File: src/rtl/fifo_rr_drain_pkg.sv
// Shared state type and round-robin search helper for the fifo_rr_drain scheduler.
package fifo_rr_drain_pkg;

    localparam int RR_MAX_CH = 16;
    localparam int RR_IDX_W  = 4;

    typedef enum logic {IDLE, DRAIN} drain_state_t;

    // Searches last+1, last+2, ... modulo n; returns last unchanged when nothing requests.
    function automatic logic [RR_IDX_W-1:0] rr_next(
        input logic [RR_MAX_CH-1:0] req,
        input logic [RR_IDX_W-1:0]  last,
        input int unsigned          n
    );
        logic [RR_IDX_W-1:0] pick;
        logic                hit;
        logic [31:0]         cand;
        pick = last;
        hit  = 1'b0;
        cand = '0;
        for (int unsigned i = 1; i <= RR_MAX_CH; i++) begin
            cand = (32'(last) + 32'(i)) % 32'(n);
            if (!hit && (i <= n) && req[cand[RR_IDX_W-1:0]]) begin
                pick = cand[RR_IDX_W-1:0];
                hit  = 1'b1;
            end
        end
        return pick;
    endfunction

endpackage

File: src/rtl/fifo_rr_drain_rr_pick.sv
// Combinational rotating priority encoder: first requester after 'last', wrapping.
module rr_pick
    import fifo_rr_drain_pkg::*;
#(
    parameter  int CH_NUM = 4,
    localparam int CH_W   = $clog2(CH_NUM)
) (
    input  logic [CH_NUM-1:0] req,
    input  logic [CH_W-1:0]   last,
    output logic              found,
    output logic [CH_W-1:0]   idx
);

    logic [RR_MAX_CH-1:0] req_ext;
    logic [RR_IDX_W-1:0]  pick;

    always_comb begin
        req_ext             = '0;
        req_ext[CH_NUM-1:0] = req;
        pick                = rr_next(req_ext, RR_IDX_W'(last), CH_NUM);
        found               = |req;
        idx                 = CH_W'(pick);
    end

endmodule

File: src/rtl/fifo_rr_drain.sv
// Round-robin drain of CH_NUM FWFT read ports into one registered valid/ready stream,
// granting one channel at a time for bursts of up to BURST_MAX words.
module fifo_rr_drain
    import fifo_rr_drain_pkg::*;
#(
    parameter  int CH_NUM    = 4,
    parameter  int DATA_W    = 16,
    parameter  int BURST_MAX = 4,
    localparam int CH_W      = $clog2(CH_NUM)
) (
    input  logic                     clk,
    input  logic                     anrst,
    input  logic                     ena,
    input  logic [CH_NUM-1:0]        in_empty,
    input  logic [CH_NUM*DATA_W-1:0] in_r_data,
    output logic [CH_NUM-1:0]        in_r_req,
    output logic                     out_valid,
    input  logic                     out_ready,
    output logic [DATA_W-1:0]        out_data,
    output logic [CH_W-1:0]          out_ch,
    output logic                     busy
);

    localparam int              CNT_W     = 8;
    localparam logic [CNT_W-1:0] LAST_BEAT = CNT_W'(BURST_MAX - 1);
    localparam logic [CH_W-1:0]  TOP_CH    = CH_W'(CH_NUM - 1);

    drain_state_t       state, state_nx;
    logic [CH_W-1:0]    cur_ch, cur_ch_nx;
    logic [CH_W-1:0]    last_ch, last_ch_nx;
    logic [CNT_W-1:0]   burst_cnt, burst_cnt_nx;
    logic               can_load, pop;
    logic               pick_found;
    logic [CH_W-1:0]    pick_idx;
    logic [DATA_W-1:0]  head;

    rr_pick #(.CH_NUM(CH_NUM)) u_pick (
        .req   (~in_empty),
        .last  (last_ch),
        .found (pick_found),
        .idx   (pick_idx)
    );

    // in_empty is sampled before the pop, so a FIFO emptied by a pop is seen one cycle later.
    always_comb begin
        can_load         = ~out_valid | out_ready;
        head             = in_r_data[cur_ch*DATA_W +: DATA_W];
        pop              = (state == DRAIN) & ena & ~in_empty[cur_ch] & can_load;
        in_r_req         = '0;
        in_r_req[cur_ch] = pop;
        busy             = (state == DRAIN) | out_valid;

        state_nx     = state;
        cur_ch_nx    = cur_ch;
        last_ch_nx   = last_ch;
        burst_cnt_nx = burst_cnt;

        case (state)
            IDLE: begin
                if (ena && pick_found) begin
                    cur_ch_nx    = pick_idx;
                    last_ch_nx   = pick_idx;
                    burst_cnt_nx = '0;
                    state_nx     = DRAIN;
                end
            end
            DRAIN: begin
                if (!ena || in_empty[cur_ch]) begin
                    state_nx = IDLE;
                end else if (pop) begin
                    burst_cnt_nx = burst_cnt + 1'b1;
                    if (burst_cnt == LAST_BEAT) begin
                        state_nx = IDLE;
                    end
                end
            end
        endcase
    end

    always_ff @(posedge clk or negedge anrst) begin
        if (!anrst) begin
            state     <= IDLE;
            cur_ch    <= '0;
            last_ch   <= TOP_CH;
            burst_cnt <= '0;
        end else begin
            state     <= state_nx;
            cur_ch    <= cur_ch_nx;
            last_ch   <= last_ch_nx;
            burst_cnt <= burst_cnt_nx;
        end
    end

    // Output register: a new word loads only when the slot is empty or being consumed.
    always_ff @(posedge clk or negedge anrst) begin
        if (!anrst) begin
            out_valid <= 1'b0;
            out_data  <= '0;
            out_ch    <= '0;
        end else if (pop) begin
            out_valid <= 1'b1;
            out_data  <= head;
            out_ch    <= cur_ch;
        end else if (out_ready) begin
            out_valid <= 1'b0;
        end
    end

endmodule

File: config.mk
export PLATFORM = sky130hd
export DESIGN_NAME = fifo_rr_drain
export DESIGN_NICKNAME = d
export VERILOG_FILES = /design/src/rtl/fifo_rr_drain_pkg.sv /design/src/rtl/fifo_rr_drain_rr_pick.sv /design/src/rtl/fifo_rr_drain.sv
export SDC_FILE = /design/constraint.sdc
export NUM_CORES = 1
export LEC_CHECK = 0
export CORE_MARGIN = 10
export CORE_UTILIZATION = 40
export DETAILED_ROUTE_END_ITERATION = 16
export HOLD_SLACK_MARGIN = 0.08
export PLACE_DENSITY = 0.8
export RECOVER_POWER = 100
export SYNTH_ARGS = -nofsm -noshare
export SYNTH_HDL_FRONTEND = slang
export SYNTH_SLANG_ARGS = --single-unit
File: constraint.sdc
create_clock -name clk -period 4.05 [get_ports clk]
set_input_delay 0.6075 -clock clk [delete_from_list [all_inputs] [get_ports clk]]
set_output_delay 0.6075 -clock clk [all_outputs]
set_load 0.02 [all_outputs]
==> results by group <==
Setup path
  • Slowest stage delay, CP: 0.79 ns
  • Crit path launch type: flop
  • Required time reported for the critical path endpoint: 3.44 ns
  • Startpoint-to-endpoint class of the critical path: reg2out
  • Worst EP arrival: 2.64 ns
  • Largest delay share family, worst path: buffers and inverters
  • Launch instance of the worst register-to-register path: cur_ch[1]$_DFFE_PN0P_
  • Crit path capture type: output port
  • Number of buffer and inverter stages on the critical path: 2
  • Cell chain of the critical path: clkbuf_1 > nand2_1 > nor3_1 > clkdlybuf4s50_1
  • R2R Setup Slk: 0.82 ns
  • Worst setup path start: cur_ch[0]$_DFFE_PN0P_
  • Maximum fanout along the worst path: 14
  • Max stage delay cell, worst path: sky130_fd_sc_hd__dfrtp_1

Drt
  • Number of optimization iterations in the first detailed-route pass: 4
  • Highest routed layer: met4
  • Detailed-routed wire length on met3: 449 um
  • Number of DRC markers after the initial detailed-route iteration: 46
  • Sum of routed wire segments on met1: 2.29 mm
  • DRC viols: 0
  • Met2 wirelength from detailed routing: 3.11 mm
  • Detailed-route wire length per cell: 19.4 um
  • Total number of vias: 1689
  • Antenna-violating nets left: 0
  • Total Wirelength: 5.93 mm
  • Via-per-instance ratio: 5.54

Power
  • Cell area power density: 558 nW/um^2
  • IR Drop Worst-Case VDD: 0.302 mV
  • Leak Pwr: 1.20 nW

Synthesis
  • Post-synthesis adder-cell area fraction: 0.647%
  • Dominant combinational cell family by area after synthesis: multiplexers
  • Area fraction in compound gates after synthesis: 8.03%
  • Fraction of registers with async set/reset: 100%
  • Cell area after synthesis: 1930 um^2
  • Portion of synthesized cell area occupied by the leading cell type: 38.8%
  • Sequential element share of the synthesized area: 41.6%
  • Number of nets produced by synthesis: 230
  • Number of enable flip-flop cells after synthesis: 0
  • Mux contribution to synthesized area: 32.4%
  • Library cell with the largest summed area after synthesis: sky130_fd_sc_hd__dfrtp_1
  • Post-synthesis xor/xnor area fraction: 0%
  • Post-Synthesis Cells: 157
  • Top area cells in the synthesized netlist: sky130_fd_sc_hd__dfrtp_1 (39%), sky130_fd_sc_hd__mux4_2 (20%), sky130_fd_sc_hd__mux2_2 (10%)
  • #FFs+latches synth: 32
  • Avg Cell Area, Syn: 12.3 um^2
  • Yosys Warn Count: 0
  • Number of distinct library cell variants in the gate-level netlist after synthesis: 42
  • Dominant register cell in the synthesized netlist: sky130_fd_sc_hd__dfrtp_1
  • Synthesized-area fraction occupied by and/or/nand/nor cells: 14.2%

STA
  • Setup violations, final: 0
  • RSZ-0062 raised after global routing: false
  • Setup total negative slack: 0 ns
  • Slew Viols, Final: 32
  • Min Tclk post-route: 3.25 ns
  • Slew at the pin with the worst max-slew slack: 1.66 ns
  • Rel. slew slack: -10.8%
  • Final worst clock skew: 0.00765 ns
  • Final hold viol count: 0
  • Share of the clock period used by the worst path: 80.2%
  • Maximum clock frequency: 308 MHz

Global routing
  • GRT Util Overall: 15.3%
  • Global-route wire length before repair: 9.23 mm
  • Maximum number of pins on one net before global-route repair: 32
  • Initial antenna violation count: 0
  • Vias in the first global route: 1714
  • Remaining global-route overflow: 0

Die
  • Die span in y: 89.5 um
  • Initial Util: 41.2%
  • Standard-cell row count: 25
  • Total Die Area: 8010 um^2
  • Floorplan core area: 4690 um^2
  • Number of primary I/O pins: 96
  • Die span in x: 89.5 um

Placed design
  • Placed Instance Area: 2920 um^2
  • Placed wire-length estimate: 4.77 mm
  • Port-buffer cells: 95
  • RD Place Congestion: 0.767

Job
  • Number of max-cap violations: 1

Clock tree
  • Clock Latency Late Sink: 0.29 ns
  • Number of buffers between clock root and the deepest sink: 2
  • Clock H-tree levels: 2
  • Sinks on the clock net: 32
  • Number of hold buffers added after CTS: 0
  • Setup Fix Bufs, Post-CTS: 0
  • Clock transition at path regs: 0.07 ns
  • Clock tree from TritonCTS: built
  • Number of buffers added by the clock tree synthesis step: 5
  • Post-cts resize count: 0
  • Root cell of the clock tree: sky130_fd_sc_hd__clkbuf_8

Cells and area
  • Net total in the final layout: 323
  • Final antenna diode count: 0
  • Design Area, Final: 3000 um^2
  • Layout overhead on the synthesized area: 55.0%
  • Layout cell share with drive strength beyond 1: 19.9%

Worst hold path
  • Path type of the worst min-delay path: reg2reg
  • Hold wc startpoint: out_data[15]$_DFFE_PN0P_

Status
  • Outcome: finished with violations
  • Violated checks: capacitance limit, slew limit
## state kept, by name, summed over array words and instances, names as in the netlist
signal     count
out_valid      1
out_data      16
out_ch         2
last_ch        2
state          1
burst_cnt      8
cur_ch         2
## area by class of cell
cell class	instances	area [um^2]
Fill cell	389	1700
Clock buffer	6	82.6
Multi-Input combinational cell	111	1060
Timing Repair Buffer	98	962
Inverter	2	7.51
Clock inverter	2	10.0
Tap cell	54	67.6
Sequential cell	32	803
## per-stage QoR
step | worst slack, ns | std cells | util [%] | total power, mW | hold WS (ns)
finish | 0.801 | 305 | 63.9 | 1.67 | 0.498
CTS | 1.02 | 305 | 64.2 | 1.75 | 0.469
detailed placement | 0.984 | 297 | 62.2 | 1.49 | 0.494
global placement | 1.04 | 297 | 62.2 | 1.48 | 0.489
floorplan | 1.57 | 157 | - | 1.10 | 0.312
global route | 0.537 | 305 | 63.9 | 1.77 | 0.508
## Yosys cell counts (all sizes together), types with 2 or more instances
cell type and instances:
o21ai 4, inv 2, o31ai 5, a21oi 2
nor3b 2, nor3 6, and3 2, nand2 15
mux4 17, a21o 2, nand4 2, buf 3
o21bai 2, mux2i 4, and2b 2, clkbuf 9
mux2 18, nand3 3, nor2b 4, nor2 4
dfrtp 30, dfstp 2
## cells in the final DEF (no fill, tap or decap), types with 2 or more instances in the layout
master                            Yosys  layout
sky130_fd_sc_hd__o31ai_1              5       5
sky130_fd_sc_hd__nand4_1              2       2
sky130_fd_sc_hd__clkinv_2             0       2
sky130_fd_sc_hd__dlygate4sd3_1        0      25
sky130_fd_sc_hd__o21bai_1             2       2
sky130_fd_sc_hd__nand3_1              3       3
sky130_fd_sc_hd__inv_1                2       2
sky130_fd_sc_hd__and3_1               2       2
sky130_fd_sc_hd__nor2b_1              4       4
sky130_fd_sc_hd__dfstp_2              2       2
sky130_fd_sc_hd__mux2i_1              4       4
sky130_fd_sc_hd__clkbuf_1             8       3
sky130_fd_sc_hd__clkdlybuf4s50_1      0      70
sky130_fd_sc_hd__mux2_2              18      18
sky130_fd_sc_hd__and2b_2              2       2
sky130_fd_sc_hd__nor2_1               4       4
sky130_fd_sc_hd__nor3_1               5       6
sky130_fd_sc_hd__a21oi_1              2       2
sky130_fd_sc_hd__nor3b_1              2       2
sky130_fd_sc_hd__dfrtp_1             30      30
sky130_fd_sc_hd__o21ai_0              4       4
sky130_fd_sc_hd__a21o_1               2       2
sky130_fd_sc_hd__clkbuf_8             0       6
sky130_fd_sc_hd__mux4_2              17      17
sky130_fd_sc_hd__nand2_1             15      15
## where the power goes
part / switching [mW] / internal [mW] / leakage, nW
Combinational: 0.353 / 0.476 / 0.757
Clock: 0.116 / 0.135 / 0.0510
Sequential: 0.139 / 0.452 / 0.395
Total: 0.609 / 1.06 / 1.20
## worst reg2reg max path: stages, from the launching register on
cell                       delay (ns)
sky130_fd_sc_hd__dfrtp_1         0.92
sky130_fd_sc_hd__mux4_2          0.64
sky130_fd_sc_hd__nor3_1          0.15
sky130_fd_sc_hd__clkbuf_1        0.96
sky130_fd_sc_hd__mux2_2          0.44
## cells by family after synthesis
logic type                 after synthesis
AOI/OAI and AO/OA                       22
adders and majority gates                1
buffers and inverters                   14
DFF                                     32
muxes                                   39
and+or+nand+nor                         49
## worst paths after layout
check                                            to  cells after the start
setup / recovery                        in_r_req[1]                      4
hold / removal             out_data[15]$_DFFE_PN0P_                      1
setup reg to reg            out_data[1]$_DFFE_PN0P_                      4
hold reg to reg            out_data[15]$_DFFE_PN0P_                      1
max in group asynchronous  out_data[11]$_DFFE_PN0P_                      2
min in group asynchronous   out_data[1]$_DFFE_PN0P_                      1
## layer usage
metal  up-vias  track usage (%)
li1        797                -
met1       825             15.9
met2        61             28.4
met3         6             4.65
met4         0             5.20
met5         -                0
(Power assumes the default switching activity.)
